===== config.mk =====
export PLATFORM = sky130hd
export DESIGN_NAME = seq_addsub
export DESIGN_NICKNAME = d
export VERILOG_FILES = /design/src/rtl/seq_addsub.sv
export SDC_FILE = /design/constraint.sdc
export NUM_CORES = 1
export LEC_CHECK = 0
export BUFFER_PORTS_ARGS = -buffer_cell sky130_fd_sc_hd__clkbuf_2
export CORE_MARGIN = 5
export CORE_UTILIZATION = 60
export CTS_BUF_LIST = sky130_fd_sc_hd__clkbuf_4
export DETAILED_ROUTE_END_ITERATION = 8
export PLACE_DENSITY = 0.84
export SLEW_MARGIN = 10
export SYNTH_ARGS = -nofsm -noshare
export SYNTH_HDL_FRONTEND = slang
export SYNTH_SLANG_ARGS = --single-unit

===== constraint.sdc =====
create_clock -name clk -period 8.62 [get_ports clk]
set_input_delay 1.724 -clock clk [delete_from_list [all_inputs] [get_ports clk]]
set_output_delay 1.724 -clock clk [all_outputs]
set_load 0.005 [all_outputs]

===== src/rtl/seq_addsub.sv =====
// seq_addsub: multi-cycle adder/subtractor that walks a WIDTH-bit operand pair
// one CHUNK-bit slice per cycle, LSB first, with the carry held in a register
// between slices.
//
// Parameters
//   WIDTH     operand/result width (multiple of CHUNK)
//   CHUNK     bits processed per cycle; NCHUNK = WIDTH / CHUNK cycles per op
//
// Ports
//   clk        in   clock, rising edge
//   rst_n      in   asynchronous active-low reset
//   start      in   request an operation (honoured in IDLE or DONE only)
//   sub        in   0: a + b, 1: a - b (sampled with start)
//   a, b       in   operands (sampled with start)
//   busy       out  high while slices are being processed
//   done       out  one-cycle pulse when res/carry_out/overflow update
//   res        out  result, held until the next done
//   carry_out  out  carry out of the MSB (subtract: 1 = no borrow)
//   overflow   out  two's-complement signed overflow
module seq_addsub #(
    parameter int unsigned WIDTH = 32,
    parameter int unsigned CHUNK = 8
) (
    input  logic             clk,
    input  logic             rst_n,
    input  logic             start,
    input  logic             sub,
    input  logic [WIDTH-1:0] a,
    input  logic [WIDTH-1:0] b,
    output logic             busy,
    output logic             done,
    output logic [WIDTH-1:0] res,
    output logic             carry_out,
    output logic             overflow
);

    localparam int unsigned NCHUNK = WIDTH / CHUNK;
    // Keep the index at least one bit wide so NCHUNK = 1 still elaborates.
    localparam int unsigned IdxW = (NCHUNK > 1) ? $clog2(NCHUNK) : 1;
    localparam logic [IdxW-1:0] LastIdx = IdxW'(NCHUNK - 1);

    typedef enum logic [1:0] {
        StIdle = 2'b00,
        StRun  = 2'b01,
        StDone = 2'b10
    } state_e;

    state_e state_q, state_d;

    logic [WIDTH-1:0] a_q, a_d;
    logic [WIDTH-1:0] b_q, b_d;
    logic             carry_q, carry_d;
    logic [IdxW-1:0]  idx_q, idx_d;
    logic [WIDTH-1:0] acc_q, acc_d;
    logic [WIDTH-1:0] res_q, res_d;
    logic             cout_q, cout_d;
    logic             ovf_q, ovf_d;

    // Slice datapath
    logic [CHUNK-1:0] a_slice;
    logic [CHUNK-1:0] b_slice;
    logic [CHUNK:0]   slice_sum;
    logic [WIDTH-1:0] acc_wr;

    // Select slice idx_q of both operands. Constant part-selects inside the
    // loop keep the mux explicit and width-clean.
    always_comb begin
        a_slice = '0;
        b_slice = '0;
        for (int k = 0; k < NCHUNK; k++) begin
            if (idx_q == IdxW'(k)) begin
                a_slice = a_q[k*CHUNK +: CHUNK];
                b_slice = b_q[k*CHUNK +: CHUNK];
            end
        end
    end

    // CHUNK+1-bit slice adder; the top bit is the carry into the next slice.
    assign slice_sum = {1'b0, a_slice} + {1'b0, b_slice} + {{CHUNK{1'b0}}, carry_q};

    // Accumulator with the current slice sum merged in. On the last slice
    // this is exactly {s, lower slices of acc}, i.e. the final result.
    always_comb begin
        acc_wr = acc_q;
        for (int k = 0; k < NCHUNK; k++) begin
            if (idx_q == IdxW'(k)) begin
                acc_wr[k*CHUNK +: CHUNK] = slice_sum[CHUNK-1:0];
            end
        end
    end

    // Next-state logic
    always_comb begin
        state_d = state_q;
        a_d     = a_q;
        b_d     = b_q;
        carry_d = carry_q;
        idx_d   = idx_q;
        acc_d   = acc_q;
        res_d   = res_q;
        cout_d  = cout_q;
        ovf_d   = ovf_q;

        case (state_q)
            StIdle, StDone: begin
                if (start) begin
                    // Subtract is a + ~b + 1: invert b here, seed carry with 1.
                    a_d     = a;
                    b_d     = b ^ {WIDTH{sub}};
                    carry_d = sub;
                    idx_d   = '0;
                    acc_d   = '0;
                    state_d = StRun;
                end else begin
                    state_d = StIdle;
                end
            end

            StRun: begin
                acc_d   = acc_wr;
                carry_d = slice_sum[CHUNK];
                idx_d   = idx_q + 1'b1;
                if (idx_q == LastIdx) begin
                    state_d = StDone;
                    res_d   = acc_wr;
                    cout_d  = slice_sum[CHUNK];
                    // Same-signed inputs producing a different-signed result.
                    ovf_d   = (a_q[WIDTH-1] == b_q[WIDTH-1]) &&
                              (slice_sum[CHUNK-1] != a_q[WIDTH-1]);
                end
            end

            default: begin
                state_d = StIdle;
            end
        endcase
    end

    // State registers
    always_ff @(posedge clk or negedge rst_n) begin
        if (!rst_n) begin
            state_q <= StIdle;
            a_q     <= '0;
            b_q     <= '0;
            carry_q <= 1'b0;
            idx_q   <= '0;
            acc_q   <= '0;
            res_q   <= '0;
            cout_q  <= 1'b0;
            ovf_q   <= 1'b0;
        end else begin
            state_q <= state_d;
            a_q     <= a_d;
            b_q     <= b_d;
            carry_q <= carry_d;
            idx_q   <= idx_d;
            acc_q   <= acc_d;
            res_q   <= res_d;
            cout_q  <= cout_d;
            ovf_q   <= ovf_d;
        end
    end

    // Handshake outputs come straight from the state register.
    assign busy      = (state_q == StRun);
    assign done      = (state_q == StDone);
    assign res       = res_q;
    assign carry_out = cout_q;
    assign overflow  = ovf_q;

endmodule


# Word level (Yosys, flattened, before mapping)

Index checks and enable logic that the tools add are counted.

Add/subtract/negate cells: 3
Equality and inequality tests: 9
Mux-type cells: 21
Bitwise gates (word level): 1
Reduce and logical (&&, ||, !) cells: 8

Operators with widths:

| cell                | count |
|---|---|
| $mux 8              | 12 |
| $pmux 32 s2         | 1 |
| $mux 32             | 1 |
| $xor 32x32->32      | 1 |
| $add 8x8->9         | 1 |
| $add 9x1->9         | 1 |
| $pmux 2 s2          | 2 |
| $eq 2x2->1 const B  | 3 |
| $reduce_and 2->1    | 3 |
| $eq 2x1->1 const B  | 2 |
| $logic_not 2->1     | 2 |
| $mux 2              | 2 |
| $add 2x1->2 const B | 1 |
| $mux 1              | 2 |
| $ne 2x1->1 const B  | 1 |
| $ne 2x2->1 const B  | 1 |
| $pmux 1 s2          | 1 |
| $reduce_bool 2->1   | 1 |
| $reduce_or 2->1     | 1 |
| $eq 1x1->1          | 1 |
| $logic_and 1x1->1   | 1 |
| $ne 1x1->1          | 1 |

Register bits: 135
Input port bits: 68
Output and inout bits: 36
Logic and storage cells: 51

# Logic depth before layout (Yosys ltp)

Depth after elaboration: 9
Depth in mapped cells: 15
Depth with buffers taken out: 13

# Least setup slack after synthesis

No wires, ideal clock.

Kind: reg-to-reg
Start: reg idx_q[1]
End: reg acc_q[14]
Setup time: 0.121 ns
Arrival: 3.404 ns
Required time: 8.499 ns
Setup slack: 5.095 ns
Stages on the path, launching flop included: 15
Path buffers: 2
Period minus slack after synthesis: 3.525 ns
Cells stage by stage: dfrtp_1 > inv_1 > ha_1 > clkbuf_1 > buf_1 > a221oi_1 > nor3_1 > a21oi_1 > fa_1 > fa_1 > nor2b_1 > o31a_1 > o311ai_2 > and2_1 > a22o_1

Cells in the longest elaborated chain, start to end: 9
Elaborated cells on any way between the ends: 16
Classes of those cells: 2 x add/sub; 3 x eq/ne; 10 x mux; 1 x reduce/logical

RTL lines:

| item                     | RTL line | RTL |
|---|---|---|
| start: declaration       | 53       | `logic [IdxW-1:0] idx_q, idx_d;` |
| start signal: assignment | 156      | `idx_q <= idx_d;` |
| $logic_not 2->1          | 71       | `if (idx_q == IdxW'(k)) begin` |
| $mux 8 (4 in a row)      | 71       |  |
| $add 8x8->9              | 79       | `assign slice_sum = {1'b0, a_slice} + {1'b0, b_slice} + {{CHUNK{1'b0}}, carry_q};` |
| $add 9x1->9              | 79       |  |
| $mux 8 (*)               | 86       | `if (idx_q == IdxW'(k)) begin` |
| $pmux 32 s2 (*)          | 104      | `case (state_q)` |
| end signal: assignment   | 147      | `acc_q <= '0;` |
| end signal: assignment   | 157      | `acc_q <= acc_d;` |
| end: declaration         | 54       | `logic [WIDTH-1:0] acc_q, acc_d;` |

Mark *: on every way between the ends. The rest lies on a longest branch, timed or not.
A chain may end at the register's enable or synchronous reset.

# Final worst setup path

Start: reg idx_q[0]
End: reg res_q[12] (netlist: res[12])

Cells in the longest elaborated chain, start to end: 8
Elaborated cells on any way between the ends: 16
Classes of those cells: 2 x add/sub; 3 x eq/ne; 9 x mux; 2 x reduce/logical

RTL lines:

| item                   | RTL line | RTL |
|---|---|---|
| $logic_not 2->1        | 71       |  |
| $mux 8 (4 in a row)    | 71       |  |
| $add 8x8->9            | 79       |  |
| $add 9x1->9            | 79       |  |
| $mux 8                 | 86       |  |
| end signal: assignment | 158      | `res_q <= res_d;` |
| end: declaration       | 55       | `logic [WIDTH-1:0] res_q, res_d;` |

Parallel ways exist; a longest one is shown, timed or not.

==> out/results.ini <==
[status]
status = finished, final reports clean

[setup_path]
worstReg2RegEnd = res[12]
start_kind = flip-flop
cp_cell_sequence = inv_1 > ha_1 > buf_4 > a221oi_1 > nor3_1 > a21oi_1 > fa_1 > fa_1 > nor2b_1 > o21ai_0 > a21oi_1 > mux2i_1 > o21ai_0
r2r_cells = 13
criticalPathCategory = reg -> reg
critPathMaxFanout = 32
r2r-start = idx_q[0]
endpoint_kind = flip-flop
slowest_delay_ns = 0.73
critPathRequiredTime_ns = 9.08
slowest_stage = ha_1
rrSetupSlack_ns = 4.40
arrival_ns = 4.68

[floorplanning]
fp.dieArea_mm2 = 0.0125
core_area_mm2 = 0.0102
dieWidth_um = 112
rows = 37
die_h_um = 112
pin_count = 104
start_util_pct = 60.9

[synth]
syn-num-nets = 753
synth-main-ff-cell = dfrtp_1
yosysUniqueCellTypes = 44
synth_edf_count = 0
synth.ff_latch_count = 127
synthArstFlopShare_pct = 100
yosysTopAreaCellShare_pct = 51.0
ys_top_cells_by_area = dfrtp_1, nand2_1, o21ai_0, xnor2_1, mux2i_1
seq_area_frac_synth_pct = 51.0
synthCells = 672
yosys.area.top_type = dfrtp_1
syn_avg_cell_area_um2 = 9.27
ys_warn_count = 0
synthesis.area_mm2 = 0.00623

[detailed_routing]
met2_wirelength_mm = 7.34
wirelength_mm = 14.7
vias_per_cell = 5.67
drc = 0
met3WireLength_um = 890
ant_nets = 0
m1WireLength_mm = 6.06
drtIter0Drc = 341
vias = 5107
wire_per_inst_um = 16.3
dr.pass1.iters = 5
top_layer = met4

[final_layout]
final_util_pct = 69.2
diodes = 0
drive_above_1_share_pct = 19.5
fillCellCount = 818
fin_nets = 834
area_growth_pct = 13.8
final_cell_area_mm2 = 0.00708
layoutNonFillerInstCount = 900

[worst_hold_path]
min_to = res[13]
hold-path-cell-count = 2
hp-class = reg -> reg
hp-start = res[13]

[clocking]
cts.sinks = 127
clk_pin_slew_ns = 0.11
cts_hold_buf = 0
clock-root-buffer = clkbuf_4
cts_buffer_depth = 2
cts_tree = done
clk_latency_ns = 0.53
htreeDepth = 4
post_cts_resized = 0
cts_setup_buffers = 0
cts_buffers = 17

[sta]
skew_ns = 0.0124
rsz0062_at_grt = false
fin_hold_ws_ns = 0.492
tns_ns = 0
slew-limit-headroom_pct = 31.2
period_needed_ns = 4.22
fmax_mhz = 237
tightestPinTransition_ns = 1.03
finalHoldViolCount = 0
period_share_pct = 48.9
slew_viol_final = 0
setup_viol = 0

[placement]
gp_congestion = 0.886
dp_hpwl_mm = 10.5
post_dp_cell_area_mm2 = 0.00678
dp.cells = 870
portBuffers = 103

[pwr]
leakagePower_nw = 3.47
p_per_area_mw_per_mm2 = 434
peakVddDrop_uv = 183

[global_route]
first_global_vias = 5057
grt_pass1_wl_mm = 25.0
grt_util_all_layers_pct = 24.8
overflow = 0
antenna_found_initial = 0
grt_max_degree = 99

[job]
cap_violations = 0

worst max-delay path by stage:
stage             start        end  slack, ns
2_1_floorplan  idx_q[1]  acc_q[14]       5.09
3_5_place_dp   idx_q[0]    res[12]       4.49
4_1_cts        idx_q[0]    res[12]       4.47
5_1_grt        idx_q[0]    res[20]       4.02
6_report       idx_q[0]    res[12]       4.40
3_3_place_gp   idx_q[0]    res[20]       4.66
worst max-delay path, delay by kind of cell, from the launching register on:
| kind | cells | cell delay [ns] |
|---|---|---|
| AND/OR/NAND/NOR | 2 | 0.38 |
| adder cells (fa/ha/maj) | 3 | 1.67 |
| buffers and inverters | 2 | 0.55 |
| flip-flops | 1 | 0.44 |
| multiplexers | 1 | 0.15 |
| AO/OA/AOI/OAI | 5 | 0.94 |
area by class of cell:
type / instances / area [um^2] / share of cell area (%)
Clock buffer: 21 / 158 / 2.23
Clock inverter: 9 / 143 / 2.01
Inverter: 8 / 30.0 / 0.424
Multi-Input combinational cell: 489 / 2840 / 40.0
Sequential cell: 127 / 3180 / 44.9
Tap cell: 136 / 170 / 2.40
Timing Repair Buffer: 110 / 571 / 8.05
cell usage in the layout, fill, tap and decap left out, types with 11 or more instances in the layout:
cell / count
a21oi_1: 36
a22o_1: 15
clkbuf_2: 102
clkbuf_4: 21
dfrtp_1: 127
ha_1: 11
mux2i_1: 21
nand2_1: 194
nand3b_1: 15
nor2_1: 13
nor2b_1: 11
o21ai_0: 79
xnor2_1: 33
stage by stage:
step / power [mW] / setup WS [ns]
2_1_floorplan: 2.12 / 5.09
3_3_place_gp: 2.56 / 4.66
3_5_place_dp: 2.63 / 4.49
4_1_cts: 3.07 / 4.47
5_1_grt: 3.32 / 4.02
6_report: 3.08 / 4.40
layer usage:
layer,up-vias,global-route usage [%]
met2,175,41.4
met4,0,9.65
li1,2429,-
met5,-,0
met1,2469,31.9
met3,34,5.11
cell usage after synthesis (all sizes together) (7+ instances only):
master  instances
mux2i          21
dfrtp         127
clkbuf         39
a21oi          36
buf             9
a22o           15
nand3b         15
a32o            9
o21ai          82
a21o            7
xnor2          33
nand2         194
nor2           13
nor2b          12
ha             11
inv             8
registers in the layout, indices dropped and copies added (netlist names):
| register | flops |
|---|---|
| b_q | 32 |
| carry_q | 1 |
| carry_out | 1 |
| a_q | 32 |
| overflow | 1 |
| res | 32 |
| state_q | 2 |
| acc_q | 24 |
| idx_q | 2 |
logic make-up after synthesis:
family                     Yosys count  synth area share [%]
muxes                               22                  3.62
DFF                                127                  51.0
AOI/OAI and AO/OA                  167                  16.8
buffers and inverters               56                  3.52
and+or+nand+nor                    253                  17.4
adders and majority gates           13                  2.85
xor gates and xnor gates            34                  4.78
power by group:
group / switching, mW / leakage, nW / internal (mW)
Clock: 0.208 / 0.168 / 0.237
Sequential: 0.152 / 1.62 / 0.845
Combinational: 1.01 / 1.68 / 0.622
(Power assumes the default switching activity.)
